**src/rtl/div_iter_pkg.sv**
```systemverilog
// Shared state encodings and constants for the iterative divider.
package div_iter_pkg;

  localparam int DIV_CYCLES = 32;

  typedef enum logic [1:0] {
    DIV_IDLE = 2'b00,
    DIV_ZERO = 2'b01,
    DIV_CALC = 2'b10,
    DIV_DONE = 2'b11
  } div_state_e;

endpackage

```
**src/rtl/div_step.sv**
```systemverilog
// One restoring-division step: trial-subtract the divisor from the shifted partial remainder.
module div_step #(
  parameter int WIDTH = 32
) (
  input  logic [WIDTH:0]   pr_i,
  input  logic [WIDTH-1:0] divisor_i,
  output logic [WIDTH-1:0] rem_o,
  output logic             q_o
);

  logic [WIDTH:0] w_diff;

  // pr_i < 2*divisor, so bit WIDTH of the difference is exactly the borrow
  assign w_diff = pr_i - {1'b0, divisor_i};
  assign q_o    = ~w_diff[WIDTH];
  assign rem_o  = q_o ? w_diff[WIDTH-1:0] : pr_i[WIDTH-1:0];

endmodule

```
**src/rtl/div_iter.sv**
```systemverilog
// Iterative radix-2 restoring divider (DIV/DIVU) answering the ALU start/ready handshake.
module div_iter
  import div_iter_pkg::*;
#(
  parameter int WIDTH = DIV_CYCLES
) (
  input  logic               clk,
  input  logic               rst,
  input  logic               signed_div_i,
  input  logic [WIDTH-1:0]   opdata1_i,
  input  logic [WIDTH-1:0]   opdata2_i,
  input  logic               start_i,
  input  logic               annul_i,
  output logic [2*WIDTH-1:0] result_o,
  output logic               ready_o
);

  localparam int CNT_W = $clog2(WIDTH);

  div_state_e       r_state;
  logic [CNT_W-1:0] r_cnt;
  logic [WIDTH-1:0] r_dvd;
  logic [WIDTH-1:0] r_dvs;
  logic [WIDTH-1:0] r_rem;
  logic             r_neg_q;
  logic             r_neg_r;

  logic [WIDTH:0]   w_pr;
  logic [WIDTH-1:0] w_rem;
  logic             w_q;
  logic [WIDTH-1:0] w_quot;
  logic [WIDTH-1:0] w_quot_fix;
  logic [WIDTH-1:0] w_rem_fix;
  logic             w_sign1;
  logic             w_sign2;
  logic [WIDTH-1:0] w_abs1;
  logic [WIDTH-1:0] w_abs2;

  assign w_sign1 = signed_div_i & opdata1_i[WIDTH-1];
  assign w_sign2 = signed_div_i & opdata2_i[WIDTH-1];
  assign w_abs1  = w_sign1 ? -opdata1_i : opdata1_i;
  assign w_abs2  = w_sign2 ? -opdata2_i : opdata2_i;

  // r_dvd doubles as the quotient: dividend bits shift out the top, quotient bits in the bottom
  assign w_pr   = {r_rem, r_dvd[WIDTH-1]};
  assign w_quot = {r_dvd[WIDTH-2:0], w_q};

  div_step #(.WIDTH(WIDTH)) u_step (
    .pr_i      (w_pr),
    .divisor_i (r_dvs),
    .rem_o     (w_rem),
    .q_o       (w_q)
  );

  assign w_quot_fix = r_neg_q ? -w_quot : w_quot;
  assign w_rem_fix  = r_neg_r ? -w_rem  : w_rem;

  always_ff @(posedge clk) begin
    if (rst) begin
      r_state  <= DIV_IDLE;
      r_cnt    <= '0;
      r_dvd    <= '0;
      r_dvs    <= '0;
      r_rem    <= '0;
      r_neg_q  <= 1'b0;
      r_neg_r  <= 1'b0;
      result_o <= '0;
      ready_o  <= 1'b0;
    end else begin
      ready_o <= 1'b0;
      if (annul_i) begin
        r_state <= DIV_IDLE;
      end else begin
        case (r_state)
          DIV_IDLE: begin
            if (start_i) begin
              r_dvd   <= w_abs1;
              r_dvs   <= w_abs2;
              r_rem   <= '0;
              r_cnt   <= '0;
              r_neg_q <= w_sign1 ^ w_sign2;
              r_neg_r <= w_sign1;
              r_state <= (opdata2_i == '0) ? DIV_ZERO : DIV_CALC;
            end
          end
          DIV_ZERO: begin
            if (!start_i) begin
              r_state <= DIV_IDLE;
            end else begin
              result_o <= '0;
              ready_o  <= 1'b1;
              r_state  <= DIV_DONE;
            end
          end
          DIV_CALC: begin
            if (!start_i) begin
              r_state <= DIV_IDLE;
            end else begin
              r_rem <= w_rem;
              r_dvd <= w_quot;
              r_cnt <= r_cnt + CNT_W'(1);
              if (r_cnt == CNT_W'(WIDTH - 1)) begin
                result_o <= {w_rem_fix, w_quot_fix};
                ready_o  <= 1'b1;
                r_state  <= DIV_DONE;
              end
            end
          end
          default: r_state <= DIV_IDLE;
        endcase
      end
    end
  end

endmodule

```
**config.mk**
```make
export PLATFORM = sky130hd
export DESIGN_NAME = div_iter
export DESIGN_NICKNAME = d
export VERILOG_FILES = /design/src/rtl/div_iter_pkg.sv /design/src/rtl/div_step.sv /design/src/rtl/div_iter.sv
export SDC_FILE = /design/constraint.sdc
export NUM_CORES = 1
export LEC_CHECK = 0
export CORE_ASPECT_RATIO = 0.6
export CORE_UTILIZATION = 38
export CTS_BUF_LIST = sky130_fd_sc_hd__clkbuf_8
export CTS_CLUSTER_DIAMETER = 30
export CTS_CLUSTER_SIZE = 25
export DETAILED_ROUTE_END_ITERATION = 16
export PLACE_DENSITY = 0.67
export SKIP_LAST_GASP = 1
export SYNTH_ARGS = -nofsm -noshare
export SYNTH_HDL_FRONTEND = slang
export SYNTH_HIERARCHICAL = 1
export SYNTH_SLANG_ARGS = --single-unit
```
**constraint.sdc**
```tcl
create_clock -name clk -period 8.5 [get_ports clk]
set_input_delay 1.275 -clock clk [delete_from_list [all_inputs] [get_ports clk]]
set_output_delay 1.275 -clock clk [all_outputs]
set_load 0.005 [all_outputs]
```
# ---- Yosys cells after proc, flatten, opt, wreduce, memory -nomap -nowiden
# Cells that the tools add are included.
dict set report totals {
  output_inout_bits 65
  elab_cells 65
  ff_bits 170
  input_bits 69
}
dict set report op_classes {
  addsub 6
  muxes 28
  n_eq_ne 8
  n_reduce_logical 9
  bitwise 5
}
# op count
set op_table {}
lappend op_table {{$mux 32} 9}
lappend op_table {{$mux 64} 3}
lappend op_table {{$neg 32->32} 4}
lappend op_table {{$pmux 32 s2} 2}
lappend op_table {{$pmux 64 s2} 1}
lappend op_table {{$sub 33x32->33} 1}
lappend op_table {{$logic_not 32->1} 1}
lappend op_table {{$mux 2} 5}
lappend op_table {{$mux 5} 2}
lappend op_table {{$pmux 5 s2} 1}
lappend op_table {{$ne 2x2->1 const B} 4}
lappend op_table {{$pmux 2 s3} 1}
lappend op_table {{$add 5x1->5 const B} 1}
lappend op_table {{$eq 5x5->1 const B} 1}
lappend op_table {{$reduce_and 5->1} 1}
lappend op_table {{$reduce_and 4->1} 1}
lappend op_table {{$reduce_bool 2->1} 2}
lappend op_table {{$mux 1} 3}
lappend op_table {{$ne 3x3->1 const B} 1}
lappend op_table {{$reduce_and 3->1} 1}
lappend op_table {{$and 1x1->1} 2}
lappend op_table {{$eq 2x1->1 const B} 1}
lappend op_table {{$eq 2x2->1 const B} 1}
lappend op_table {{$logic_not 2->1} 1}
lappend op_table {{other kinds (5)} 6}

# ---- Logic depth before layout (Yosys ltp)
# Gate-level depths: netlist of the first run.
dict set report depth {
  word_depth 7
  ltp_mapped 22
  depth_no_buf 20
}

# ---- Hierarchy
# Netlist of the first run, hierarchy kept.
# mod area_each_um2 seq_area_each_um2 cells_per_inst n_inst
set by_module_without_submodules {}
lappend by_module_without_submodules {div_iter 8783.4 3403.3 1093 1}
lappend by_module_without_submodules {div_step 2358.5 0.0 305 1}

# ---- Least setup slack after synthesis of the first run
# OpenSTA, ideal clock, no wires.
dict set report synth_timing {
  path_type {register -> register}
  from {reg r_dvd[31]}
  to {reg result_o[48]}
  setup_time_ns 0.124
  t_arrival_ns 4.918
  required_ns 8.376
  path_stages_with_launch 21
  n_path_buf 1
  slack_ns 3.458
  period_less_slack_ns 5.042
  path_cell_list {dfxtp_1 inv_1 ha_1 fa_1 and2b_1 o2111ai_2 a21oi_2 o2111ai_1 a211oi_2 nor2_4 mux2i_4 and2_4 buf_12 inv_8 mux2_2 or4_4 or4_4 or4_4 o31ai_4 xor2_1 o21ai_1}
}
dict set report synth_via {
  elab_chain_cells 7
}
# element line_no
set synth_rtl {}
lappend synth_rtl {{start, declared} div_iter.sv:22} ;# logic [WIDTH-1:0] r_dvd;
lappend synth_rtl {{start signal, assigned} div_iter.sv:77} ;# r_dvd <= w_abs1;
lappend synth_rtl {{start signal, assigned} div_iter.sv:100} ;# r_dvd <= w_quot;
lappend synth_rtl {{$sub 33x32->33} div_step.sv:14} ;# assign w_diff = pr_i - {1'b0, divisor_i};
lappend synth_rtl {{$mux 32} div_step.sv:16} ;# assign rem_o = q_o ? w_diff[WIDTH-1:0] : pr_i[WIDTH-1:0];
lappend synth_rtl {{net w_rem[4]} div_iter.sv:29} ;# logic [WIDTH-1:0] w_rem;
lappend synth_rtl {{$neg 32->32} div_iter.sv:56} ;# assign w_rem_fix = r_neg_r ? -w_rem : w_rem;
lappend synth_rtl {{$mux 32} div_iter.sv:56}
lappend synth_rtl {{$mux 64} div_iter.sv:102} ;# if (r_cnt == CNT_W'(WIDTH - 1)) begin
lappend synth_rtl {{$mux 64} div_iter.sv:96} ;# if (!start_i) begin
lappend synth_rtl {{$pmux 64 s2} div_iter.sv:74} ;# case (r_state)
lappend synth_rtl {{end signal, assigned} div_iter.sv:103} ;# result_o <= {w_rem_fix, w_quot_fix};
lappend synth_rtl {{end, declared} div_iter.sv:14} ;# output logic [2*WIDTH-1:0] result_o,
# The timed path passes the listed nets, and every way through them passes these cells. The select of a mux whose other input is x is not followed.
# A chain may end at the register's enable or synchronous reset.

# ---- Worst setup path after layout of the first run
dict set report layout_timing {
  from {reg r_dvd[31]}
  to {reg result_o[52]}
}
# Same word-level chain as after synthesis.

==> results by group, run 1 <==
Cells and area
  • Layout Utilization: 45.6%
  • Nets: between 1,500 and 2,000
  • Post-route insts no fill: about 1,900
  • Post-route cell area: 13,100 µm²
  • Multi-input gate area: 7150 µm²
  • P&R area growth vs syn: 17.7%
  • Storage element area: 3400 µm²
  • # fillers: roughly 2,800
  • Share of post-route cells with drive strength above 1: 6.83%

Placed design
  • Port Buffer Count: between 100 and 150
  • Routability cong.: between 0.9 and 1
  • Placed inst area: roughly 13,000 µm²
  • DP HPWL: ~26 mm
  • Inst Count DP: roughly 1,800

Run status
  • Status: finished, final reports clean

Synthesis
  • Number of synthesized flops with an enable pin: 0
  • Sequential area share after synthesis: between 30 and 40%
  • Post-synthesis cell count: around 1,400
  • Synthesis-stage register bit count: 170
  • Post-synth ARST share: 0%
  • Synth Flop Type: dfxtp_1
  • Yosys warns: 6
  • Post-Syn Nets: 1,510
  • Avg Synthesized Cell Area: ~8 µm²
  • Synthesized area: 11,100 µm²
  • Count of distinct cell types in the synthesized netlist: between 80 and 90

Timing
  • Slew headroom: 17.9%
  • Slew @ Worst Pin: ~1.2 ns
  • Max Clk Rate: around 0.18 GHz
  • Fin crit period: between 5 and 6 ns
  • Hold Vio Cnt, Final: 0
  • Fin crit share: 66.5%
  • Final setup fails: 0
  • RSZ-0062 raised after global routing: false
  • TNS Setup: 0 ns
  • Post-Route Skew: about 0.020 ns
  • Max-slew violations: 0

Critical path
  • Required @ worst endpoint: between 8 and 9 ns
  • Slowest stage delay, CP: between 0.5 and 0.6 ns
  • Crit path max-delay family: simple AND/OR/NAND/NOR gates
  • Slowest cell on crit path: or4_4
  • CP Class: flop to flop
  • Crit start category: flop
  • WP buf/inv: 2
  • Crit path cell chain: inv_1, ha_1, fa_1, and2b_1, o2111ai_2, a21oi_2, o2111ai_1, a211oi_2, nor2_4, mux2i_4, and2_4, inv_8, mux2_2, or4_4, or3_4, or3b_1, o41ai_1, xor2_1, o21ai_0
  • CP arrival: ~6.0 ns
  • Endpoint class of the critical path: flop
  • CP Max Fanout: 26

CTS
  • Clk Latency, worst-skew pair: 0.49 ns
  • CTS Buf Count: 17
  • CTS Sinks: 170
  • # hold bufs at CTS: 0
  • Clock transition at path regs: ~0.09 ns
  • CTS tree: done
  • Post-CTS setup buffer count: 0
  • Clk buf depth: 2
  • CTS Root Buffer Type: clkbuf_8
  • CTS HTree Levels: 4
  • Number of gates resized after CTS: 0

Route
  • DRC viols: 0
  • DRT antenna net count: 0
  • WL/cell: 18.6 µm
  • Via count: approximately 11,000
  • Post-Route WL: 34.9 mm
  • Initial DRC Count: 1,181
  • Drt first pass iters: 5
  • Vias/cell: ~5.7

GRT
  • Largest net degree at the start of global routing: 69
  • GRT overflow: 0
  • Antenna violations before repair: 2
  • First-pass GRT wire length: roughly 54 mm
  • Tot GR Track Use: roughly 23%
  • Vias in the first global route: about 9,500

Floorplanning
  • Area of the core: 28,800 µm²
  • Initial Util: between 30% and 40%
  • Die ar.: 30,000 µm²
  • Die Ht: between 100 and 150 µm
  • I/O pins: 134
  • Die Width: 223 µm
  • Rows: 48

Power
  • Sw Ratio: approximately a third
  • Logic pwr share: between 20% and 30%
  • Worst IR Drop VDD: a little over 0.09 mV
  • Cell Int Power: approximately 1400 µW
  • Clock power share: 32.8%
  • Leakage: 0.00479 µW
  • PD cells: approximately 150 nW/µm²
  • Net switching power: roughly 660 µW
  • Sequential share of power: approximately two fifths

Hold path
  • Hold/Removal Path Class: flop to flop

Flow run
  • Max-cap viol count: 0
-- registers in the layout (all words and copies together), names as in the netlist --
signal / count
ready_o: 1
result_o: 64
r_cnt: 5
r_state: 2
r_dvd: 32
r_neg_q: 1
r_dvs: 32
r_rem: 32
r_neg_r: 1
-- synth_stat cells, types with 6 or more instances --
cell | n | share of area [%]
dfxtp_1 | 170 | 31
nand2_1 | 147 | 5.0
nor2_1 | 129 | 4.3
o21ai_0 | 106 | 4.8
a21oi_1 | 82 | 3.7
xor2_1 | 70 | 5.5
xnor2_1 | 67 | 5.3
clkbuf_1 | 65 | 2.2
inv_1 | 58 | 2.0
a22oi_1 | 42 | 2.8
ha_1 | 42 | 4.7
nand3_1 | 37 | 1.7
nor3_1 | 37 | 1.7
a211oi_1 | 35 | 2.4
o31ai_1 | 30 | 2.0
mux2_4 | 19 | 2.6
a21o_1 | 17 | 1.1
a31oi_1 | 16 | 0.90
and3_1 | 16 | 0.90
nand2b_1 | 13 | 0.73
o41ai_1 | 13 | 1.0
or3_1 | 13 | 0.73
nand4_1 | 12 | 0.67
a221oi_1 | 9 | 0.71
o21a_1 | 9 | 0.61
or4_1 | 9 | 0.61
nor4_1 | 8 | 0.45
mux2i_1 | 7 | 0.63
nor3b_1 | 7 | 0.47
and2_1 | 6 | 0.34
nand3b_1 | 6 | 0.40
o22ai_1 | 6 | 0.34
-- final cells by class --
| type | count | share of cell area, % |
|---|---|---|
| multi-input cells | 1090 | 54.5 |
| flip-flops and latches | 170 | 26.0 |
| repair buffers | 144 | 10.8 |
| well taps | 375 | 3.58 |
| clock buffers | 18 | 1.89 |
| inverters | 59 | 1.75 |
| clock inverters | 13 | 1.55 |
| diodes | 1 | 0.0191 |
-- routing by layer --
| metal | part of all wire (%) | GRT usage, % | wire [µm] | vias to the layer above |
|---|---|---|---|---|
| li1 | - | - | - | 5199 |
| met1 | 51 | 36.5 | 17900 | 5045 |
| met2 | 37 | 28.8 | 12800 | 395 |
| met3 | 11 | 7.31 | 3710 | 30 |
| met4 | 1.3 | 5.25 | 453 | 0 |
| met5 | 0 | 0 | 0 | - |
-- cells in the final DEF, fill, tap and decap left out, types with 17 or more instances in the layout --
cell / instances
xor2_1: 70
a211oi_1: 35
nand2_1: 147
a22oi_1: 42
clkbuf_8: 18
clkdlybuf4s50_1: 132
o31ai_1: 30
nor2_1: 127
a21o_1: 17
dfxtp_1: 170
a21oi_1: 82
nor3_1: 37
inv_1: 60
ha_1: 41
xnor2_1: 67
mux2_4: 19
o21ai_0: 106
nand3_1: 37
-- per-stage QoR --
step | power (µW) | setup WS (ns) | hold WS [ns]
detailed placement | 1370 | 2.93 | 0.446
global placement | 1360 | 3.08 | 0.435
global route | 2130 | 2.57 | 0.474
finish | 2030 | 2.85 | 0.460
CTS | 2030 | 2.88 | 0.461
floorplan | 1210 | 3.46 | 0.440
-- power groups by stage --
| stage | sequential (µW) | clock (µW) | combinational (µW) |
|---|---|---|---|
| CTS | 848 | 678 | 506 |
| detailed placement | 867 | 0 | 504 |
| finish | 849 | 666 | 517 |
| global placement | 865 | 0 | 498 |
| floorplan | 858 | 0 | 351 |
| global route | 852 | 716 | 563 |
-- worst min-delay path: cells and delay by family, from the launching register on --
kind               cells  cell delay [ns]
DFF                    1             0.33
and+or+nand+nor        1             0.05
AOI/OAI and AO/OA      1             0.05
-- cell families after synthesis --
| logic type | count (synthesis) | synth area share [%] |
|---|---|---|
| AND/OR/NAND/NOR | 473 | 20.7 |
| AO/OA/AOI/OAI | 405 | 23.7 |
| flip-flops | 170 | 30.5 |
| buffers and inverters | 138 | 5.51 |
| XOR/XNOR | 137 | 10.8 |
| adder cells (fa/ha/maj) | 43 | 4.90 |
| multiplexers | 32 | 3.90 |
-- final timing paths --
kind	start	end	slack (ns)	cells past startpoint
worst max-delay path	r_dvd[31]$_SDFFE_PP0P_	result_o[52]$_SDFFE_PP0P_	2.85	19
worst min-delay path	result_o[17]$_SDFFE_PP0P_	result_o[17]$_SDFFE_PP0P_	0.46	2
worst max register to register	r_dvd[31]$_SDFFE_PP0P_	result_o[52]$_SDFFE_PP0P_	2.85	19
worst min register to register	result_o[17]$_SDFFE_PP0P_	result_o[17]$_SDFFE_PP0P_	0.46	2
(Power assumes the default switching activity.)
==> inputs of run 2 (changes only) <==
- clock period: 8.5 -> 5.8 ns (I/O delays scaled with it)
==> run 2 against run 1 <==
  * Routed wire length increased by 0.60%
  * Clock skew increased by 0.00071 ns
  * Cell count increased by 0.21%
  * Largest cell class unchanged
==> results by group, run 2 (synthesized netlist as in run 1, its figures left out) <==
Run status
  • Status: finished, final reports clean

Cells and area
  • # fillers: 2,826 (-0.071%)
  • P&R area growth vs syn: 17.4%
  • Biggest register: result_o
  • Commonest non-fill, non-tap cell in the layout: dfxtp_1
  • Multi-input gate area: 7150 µm² (unchanged)
  • Most frequent cells in the layout: dfxtp_1, nand2_1, clkdlybuf4s50_1, nor2_1, o21ai_0
  • Max reg flops: 64 (unchanged)
  • Storage element area: 3400 µm² (unchanged)
  • Layout Utilization: 45.5% (-0.10 points)
  • Share of post-route cells with drive strength above 1: 7.01% (+0.18 points)
  • Nets: 1,600 (+0.38%)

Timing
  • Max-slew violations: 0 (unchanged)
  • Fin crit period: 5.46 ns (-0.190 ns)
  • Final Hold Slack: 0.453 ns (-0.00690 ns)
  • RSZ-0062 raised after global routing: false
  • Final setup fails: 0 (unchanged)
  • Slew headroom: 17.0% (-0.88 points)
  • Max Clk Rate: 0.183 GHz (+3.5%)
  • Hold Vio Cnt, Final: 0 (unchanged)
  • Post-Route Skew: 0.0204 ns (+0.000713 ns)
  • Fin crit share: 94.2% (+28 points)
  • Slew @ Worst Pin: 1.24 ns (+0.0132 ns)
  • TNS Setup: 0 ns (unchanged)
  • Final WS setup: 0.339 ns (-2.51 ns)

Critical path
  • Reg-to-Reg Start: r_dvd[31]$_SDFFE_PP0P_
  • Required @ worst endpoint: 6.15 ns (-2.71 ns)
  • CP Class: flop to flop
  • Crit start category: flop
  • Endpoint class of the critical path: flop
  • CP arrival: 5.81 ns (-0.20 ns)
  • R2R depth: 20 (+1)
  • Worst reg2reg setup slack: 0.34 ns (-2.51 ns)
  • CP Max Fanout: 14 (-46%)
  • RR Endpoint: result_o[63]$_SDFFE_PP0P_

Power
  • Worst IR Drop VDD: 0.125 mV (+34%)
  • PD cells: 218 nW/µm² (+41%)
  • Leakage: 0.00479 µW (-0.10%)

GRT
  • Tot GR Track Use: 23.0% (about the same)
  • Antenna violations before repair: 0 (-2)
  • Vias in the first global route: 9,442 (-0.94%)
  • GRT overflow: 0 (unchanged)
  • First-pass GRT wire length: 53.8 mm (about the same)
  • Largest net degree at the start of global routing: 72 (+4.3%)

Floorplanning
  • Die Ht: 135 µm (unchanged)
  • Rows: 48 (unchanged)
  • I/O pins: 134 (unchanged)
  • Initial Util: 38.7% (unchanged)
  • Area of the core: 28,800 µm² (unchanged)
  • Die ar.: 30,000 µm² (unchanged)
  • Die Width: 223 µm (unchanged)

Route
  • DRT antenna net count: 0 (unchanged)
  • DRC viols: 0 (unchanged)
  • WL/cell: 18.7 µm (+0.39%)
  • Vias/cell: 5.71 (+0.11%)
  • Drt first pass iters: 5 (unchanged)
  • Post-Route WL: 35.1 mm (+0.60%)
  • Via count: 10,700 (+0.33%)
  • Initial DRC Count: 1,006 (-15%)

Flow run
  • Max-cap viol count: 0 (unchanged)

Hold path
  • Hold Startpoint: result_o[58]$_SDFFE_PP0P_
  • Hold/Removal Path Class: flop to flop
  • Hold EP: result_o[58]$_SDFFE_PP0P_
  • Hold path depth: 2 (unchanged)

Placed design
  • Pre-CTS setup slack: 0.316 ns (-2.62 ns)
  • DP HPWL: 26.7 mm (+0.91%)
  • Routability cong.: 0.960 (-0.14%)
  • Port Buffer Count: 133 (unchanged)

CTS
  • CTS Buf Count: 17 (unchanged)
  • CTS tree: done
  • CTS HTree Levels: 4 (unchanged)
  • CTS Sinks: 170 (unchanged)
  • # hold bufs at CTS: 0 (unchanged)
  • Clk Latency, worst-skew pair: 0.48 ns (about the same)
  • Clock transition at path regs: 0.08 ns (about the same)
  • CTS Root Buffer Type: clkbuf_8
  • Clk buf depth: 2 (unchanged)
==> run 2: changes by cell type in the layout (fill, tap and decap cells not counted) <==
cell,before,now
clkinvlp_4,0,1
inv_6,0,1
bufinv_16,5,2
clkinv_4,4,1
clkbuf_8,18,20
inv_1,60,61
clkinv_2,2,1
buf_4,12,18
==> run 2: final cells by class <==
class | instances | area share, %
multi-input combinational | 1090 | 54.6
sequential | 170 | 26.0
antenna | 1 | 0.0191
clock buffer | 20 | 2.10
tap | 375 | 3.59
timing repair buffer | 150 | 11.1
clock inverter | 9 | 0.775
inverter | 59 | 1.75
==> run 2: worst max-delay path by stage <==
stage	endpoint	slack [ns]	cells past startpoint	start
3_3_place_gp	result_o[48]$_SDFFE_PP0P_	0.46	19	r_dvd[31]$_SDFFE_PP0P_
3_5_place_dp	result_o[63]$_SDFFE_PP0P_	0.32	20	r_dvd[31]$_SDFFE_PP0P_
6_report	result_o[63]$_SDFFE_PP0P_	0.34	20	r_dvd[31]$_SDFFE_PP0P_
5_1_grt	result_o[63]$_SDFFE_PP0P_	0.06	20	r_dvd[31]$_SDFFE_PP0P_
4_1_cts	result_o[63]$_SDFFE_PP0P_	0.30	20	r_dvd[31]$_SDFFE_PP0P_
2_1_floorplan	result_o[48]$_SDFFE_PP0P_	0.76	20	r_dvd[31]$_SDFFE_PP0P_
==> run 2: per-layer routing <==
layer | up-vias | share of wire [%] | GRT usage [%]
met3 | 29 | 9.1 | 5.46
met1 | 5029 | 54 | 37.5
met5 | - | 0 | 0
met2 | 446 | 36 | 29.2
li1 | 5200 | - | -
met4 | 0 | 0.93 | 4.52
==> run 2: worst max-delay path: stages, from the launching register on <==
cell and delay [ns]:
dfxtp_1 0.37, inv_1 0.05, ha_1 0.21, fa_1 0.40
and2b_1 0.24, o2111ai_2 0.13, a21oi_2 0.25, o2111ai_1 0.20
a211oi_2 0.32, nor2_4 0.10, mux2i_4 0.22, and2_4 0.22
inv_8 0.14, buf_4 0.28, mux2_4 0.36, or4_1 0.58
or3_1 0.37, or3_1 0.34, o31ai_1 0.25, xor2_1 0.18
o21ai_0 0.08
==> run 2: repair_timing <==
action                     in CTS  in global routing
setup endpoints to repair       0                  1
resized for setup               0                  0
buffers inserted                0                  2
==> run 2: where the power goes <==
| part | internal (µW) | leakage, µW | switching [µW] |
|---|---|---|---|
| sequential | 1200 | 0.00138 | 40.0 |
| combinational | 297 | 0.00321 | 468 |
| clock | 407 | 0.000201 | 439 |
==> run 2: metrics by stage <==
stage	instances	cell area, µm²	total power (µW)
floorplan	1398	11100	1770
global route	1873	13100	2980
global placement	1842	12700	2000
detailed placement	1842	12700	2010
CTS	1871	13100	2850
finish	1874	13100	2850
==> inputs of run 3 (changes only) <==
- ABC_AREA: not set -> 1
- MAX_ROUTING_LAYER: not set -> met4
- PLACE_DENSITY: 0.67 -> 0.66
- RECOVER_POWER: not set -> 25
==> run 3 against run 2 <==
  * The run now ends with max-capacitance violations, max-slew violations left
  * Setup slack improved by 0.76 ns
  * Via count rose by 38%
  * Clock power rose by 9.5%
  * Clock skew fell by 0.0041 ns
  * Maximum frequency rose by 16%
  * Cell count rose by 50%
  * Routed wire length rose by 33%
  * Area after synthesis rose by 17%
  * Critical path type is now input port to flop
  * Highest routed layer unchanged
==> results by group, run 3 <==
Route
  • Drt first pass iters: 8 (+3)
  • DRC viols: 0 (unchanged)
  • Initial DRC Count: 1,732 (+72%)
  • WL/cell: 16.6 µm (-11%)
  • Vias/cell: 5.24 (-8.2%)
  • DRT antenna net count: 0 (unchanged)
  • Via count: 14,700 (+38%)
  • Post-Route WL: 46.7 mm (+33%)

Synthesis
  • Sequential area share after synthesis: 26.0% (-4.5 points)
  • Main area contributors after synthesis: dfxtp_1, nand2_1, inv_1
  • Count of distinct cell types in the synthesized netlist: 42 (-53%)
  • Cell taking the most area after synthesis: dfxtp_1
  • Yosys warns: 6 (unchanged)
  • Synthesized area: 13,100 µm² (+17%)
  • Number of synthesized flops with an enable pin: 0 (unchanged)
  • Avg Synthesized Cell Area: 5.79 µm² (-27%)
  • Post-synthesis cell count: 2,258 (+62%)
  • Count leader, synth: nand2_1
  • Synth Flop Type: dfxtp_1
  • Post-synth ARST share: 0% (unchanged)
  • Post-synth top area share: 26.0% (-4.5 points)
  • Most frequent cells after synthesis: nand2_1, inv_1, nand3_1, a21oi_1, dfxtp_1
  • Post-Syn Nets: 2,370 (+57%)
  • Synthesis-stage register bit count: 170 (unchanged)

CTS
  • CTS Root Buffer Type: clkbuf_8
  • Clk Latency, worst-skew pair: 0.51 ns (+0.03 ns)
  • CTS Buf Count: 17 (unchanged)
  • CTS Sinks: 170 (unchanged)
  • Post-CTS setup buffer count: 0 (unchanged)
  • CTS tree: done
  • CTS HTree Levels: 4 (unchanged)
  • Clock transition at path regs: 0.09 ns (about the same)
  • Number of gates resized after CTS: 0 (unchanged)
  • Clk buf depth: 2 (unchanged)
  • # hold bufs at CTS: 0 (unchanged)

Timing
  • Max Clk Rate: 0.213 GHz (+16%)
  • Final Hold Slack: 0.466 ns (+0.0124 ns)
  • Post-Route Skew: 0.0163 ns (-0.00409 ns)
  • RSZ-0062 raised after global routing: false
  • Max-slew violations: 61 (+61)
  • Fin crit share: 81.1% (-13 points)
  • Final setup fails: 0 (unchanged)
  • TNS Setup: 0 ns (unchanged)
  • Slew @ Worst Pin: 2.42 ns (+1.18 ns)
  • Final WS setup: 1.09 ns (+0.755 ns)
  • Hold Vio Cnt, Final: 0 (unchanged)
  • Slew headroom: -61.5% (-78 points)
  • Fin crit period: 4.71 ns (-0.755 ns)

Critical path
  • Required @ worst endpoint: 6.18 ns (+0.03 ns)
  • Crit start category: input port
  • Slowest cell on crit path: clkbuf_1
  • Slowest stage delay, CP: 1.74 ns (+1.16 ns)
  • CP arrival: 5.08 ns (-0.73 ns)
  • Endpoint class of the critical path: flop
  • Crit path max-delay family: buffers and inverters
  • Crit path cell chain: dlygate4sd3_1, nand2_1, nor2_4, clkbuf_1, inv_1, o21ai_0, nor3_1
  • CP Class: input port to flop
  • Crit path launch: start_i
  • WP buf/inv: 3 (unchanged)
  • CP Max Fanout: 60 (+46)
  • Reg-to-Reg Start: r_state[0]$_SDFFE_PP0P_

Placed design
  • Routability cong.: 0.998 (+4.0%)
  • Pre-CTS setup slack: 1.96 ns (+1.64 ns)
  • Port Buffer Count: 133 (unchanged)
  • DP HPWL: 37.1 mm (+39%)

Flow run
  • Max-cap viol count: 1 (+1)

Cells and area
  • Antenna diode count: 0 (-1)
  • Nets: 2,453 (+53%)
  • Most frequent cells in the layout: nand2_1, inv_1, nand3_1, a21oi_1, dfxtp_1
  • Biggest register: result_o
  • P&R area growth vs syn: 15.5%
  • Share of post-route cells with drive strength above 1: 3.91% (-3.1 points)
  • Max reg flops: 64 (unchanged)
  • Commonest non-fill, non-tap cell in the layout: nand2_1

GRT
  • GRT overflow: 0 (unchanged)
  • Antenna violations before repair: 0 (unchanged)
  • Largest net degree at the start of global routing: 89 (+24%)
  • Vias in the first global route: 12,900 (+36%)
  • Tot GR Track Use: 27.5% (+4.5 points)
  • First-pass GRT wire length: 72.3 mm (+34%)

Power
  • Worst IR Drop VDD: 0.153 mV (+23%)
  • Leakage: 0.00738 µW (+54%)
  • PD cells: 195 nW/µm² (-11%)

Floorplanning
  • Die Ht: 146 µm (+8.2%)
  • Initial Util: 38.7% (about the same)
  • Die ar.: 35,200 µm² (+17%)
  • I/O pins: 134 (unchanged)
  • Area of the core: 33,800 µm² (+17%)
  • Rows: 52 (+8.3%)
  • Die Width: 241 µm (+8.2%)

Run status
  • Failing checks: max-capacitance violations, max-slew violations
  • Status: finished with violations

Hold path
  • Hold Startpoint: result_o[27]$_SDFFE_PP0P_
  • Hold/Removal Path Class: flop to flop
## run 3: logic make-up (layout without fill, tap and decap cells)
logic type,count (synthesis),count (layout),share of synthesized area (%)
AOI/OAI and AO/OA,351,351,14.3
xor gates and xnor gates,47,47,3.15
adders and majority gates,43,43,4.17
buffers and inverters,394,490,12.2
DFF,170,170,26.0
and+or+nand+nor,1253,1253,40.2
## run 3: final timing paths
kind                          endpoint  slack (ns)  depth (start not counted)
max              r_cnt[2]$_SDFFE_PP0P_        1.09                          7
min          result_o[27]$_SDFFE_PP0P_        0.47                          2
max reg2reg      r_cnt[2]$_SDFFE_PP0P_        1.63                          8
min reg2reg  result_o[27]$_SDFFE_PP0P_        0.47                          2
## run 3: per-layer routing
layer,vias up,track usage (%),routed length [µm]
li1,7376,-,-
met1,6736,44.1,24200
met2,591,33.2,16900
met3,42,5.96,4940
met4,0,5.73,618
met5,-,-,0
## run 3: final cells by class
cell class / instances / area [µm²]
clock buffer: 19 / 262
clock inverter: 13 / 156
fill: 3506 / 18700
inverter: 314 / 1180
multi-input combinational: 1694 / 8110
sequential: 170 / 3400
tap: 459 / 574
timing repair buffer: 144 / 1410
## run 3: worst register-to-register path, cell delays in order (launching register included)
cell and delay [ns]:
dfxtp_1 0.35, inv_1 0.09, ha_1 0.18, inv_1 0.09, nor2_4 0.15, clkbuf_1 1.74, inv_1 0.83, o21ai_0 0.51
nor3_1 0.11
## run 3: power breakdown
part | total [µW] | internal [µW] | switching [µW] | leakage (µW)
clock | 926 | 418 | 508 | 0.000207
sequential | 1250 | 1200 | 45.8 | 0.00138
combinational | 769 | 240 | 529 | 0.00579
## run 3: through the flow
step	util (%)	power, µW	cell area [µm²]	instances
6_report	44.7	2940	15100	2813
5_1_grt	44.7	3100	15100	2813
4_1_cts	44.7	2940	15100	2813
3_5_place_dp	43.5	2020	14700	2781
3_3_place_gp	43.5	2010	14700	2781
2_1_floorplan	-	1760	13100	2258
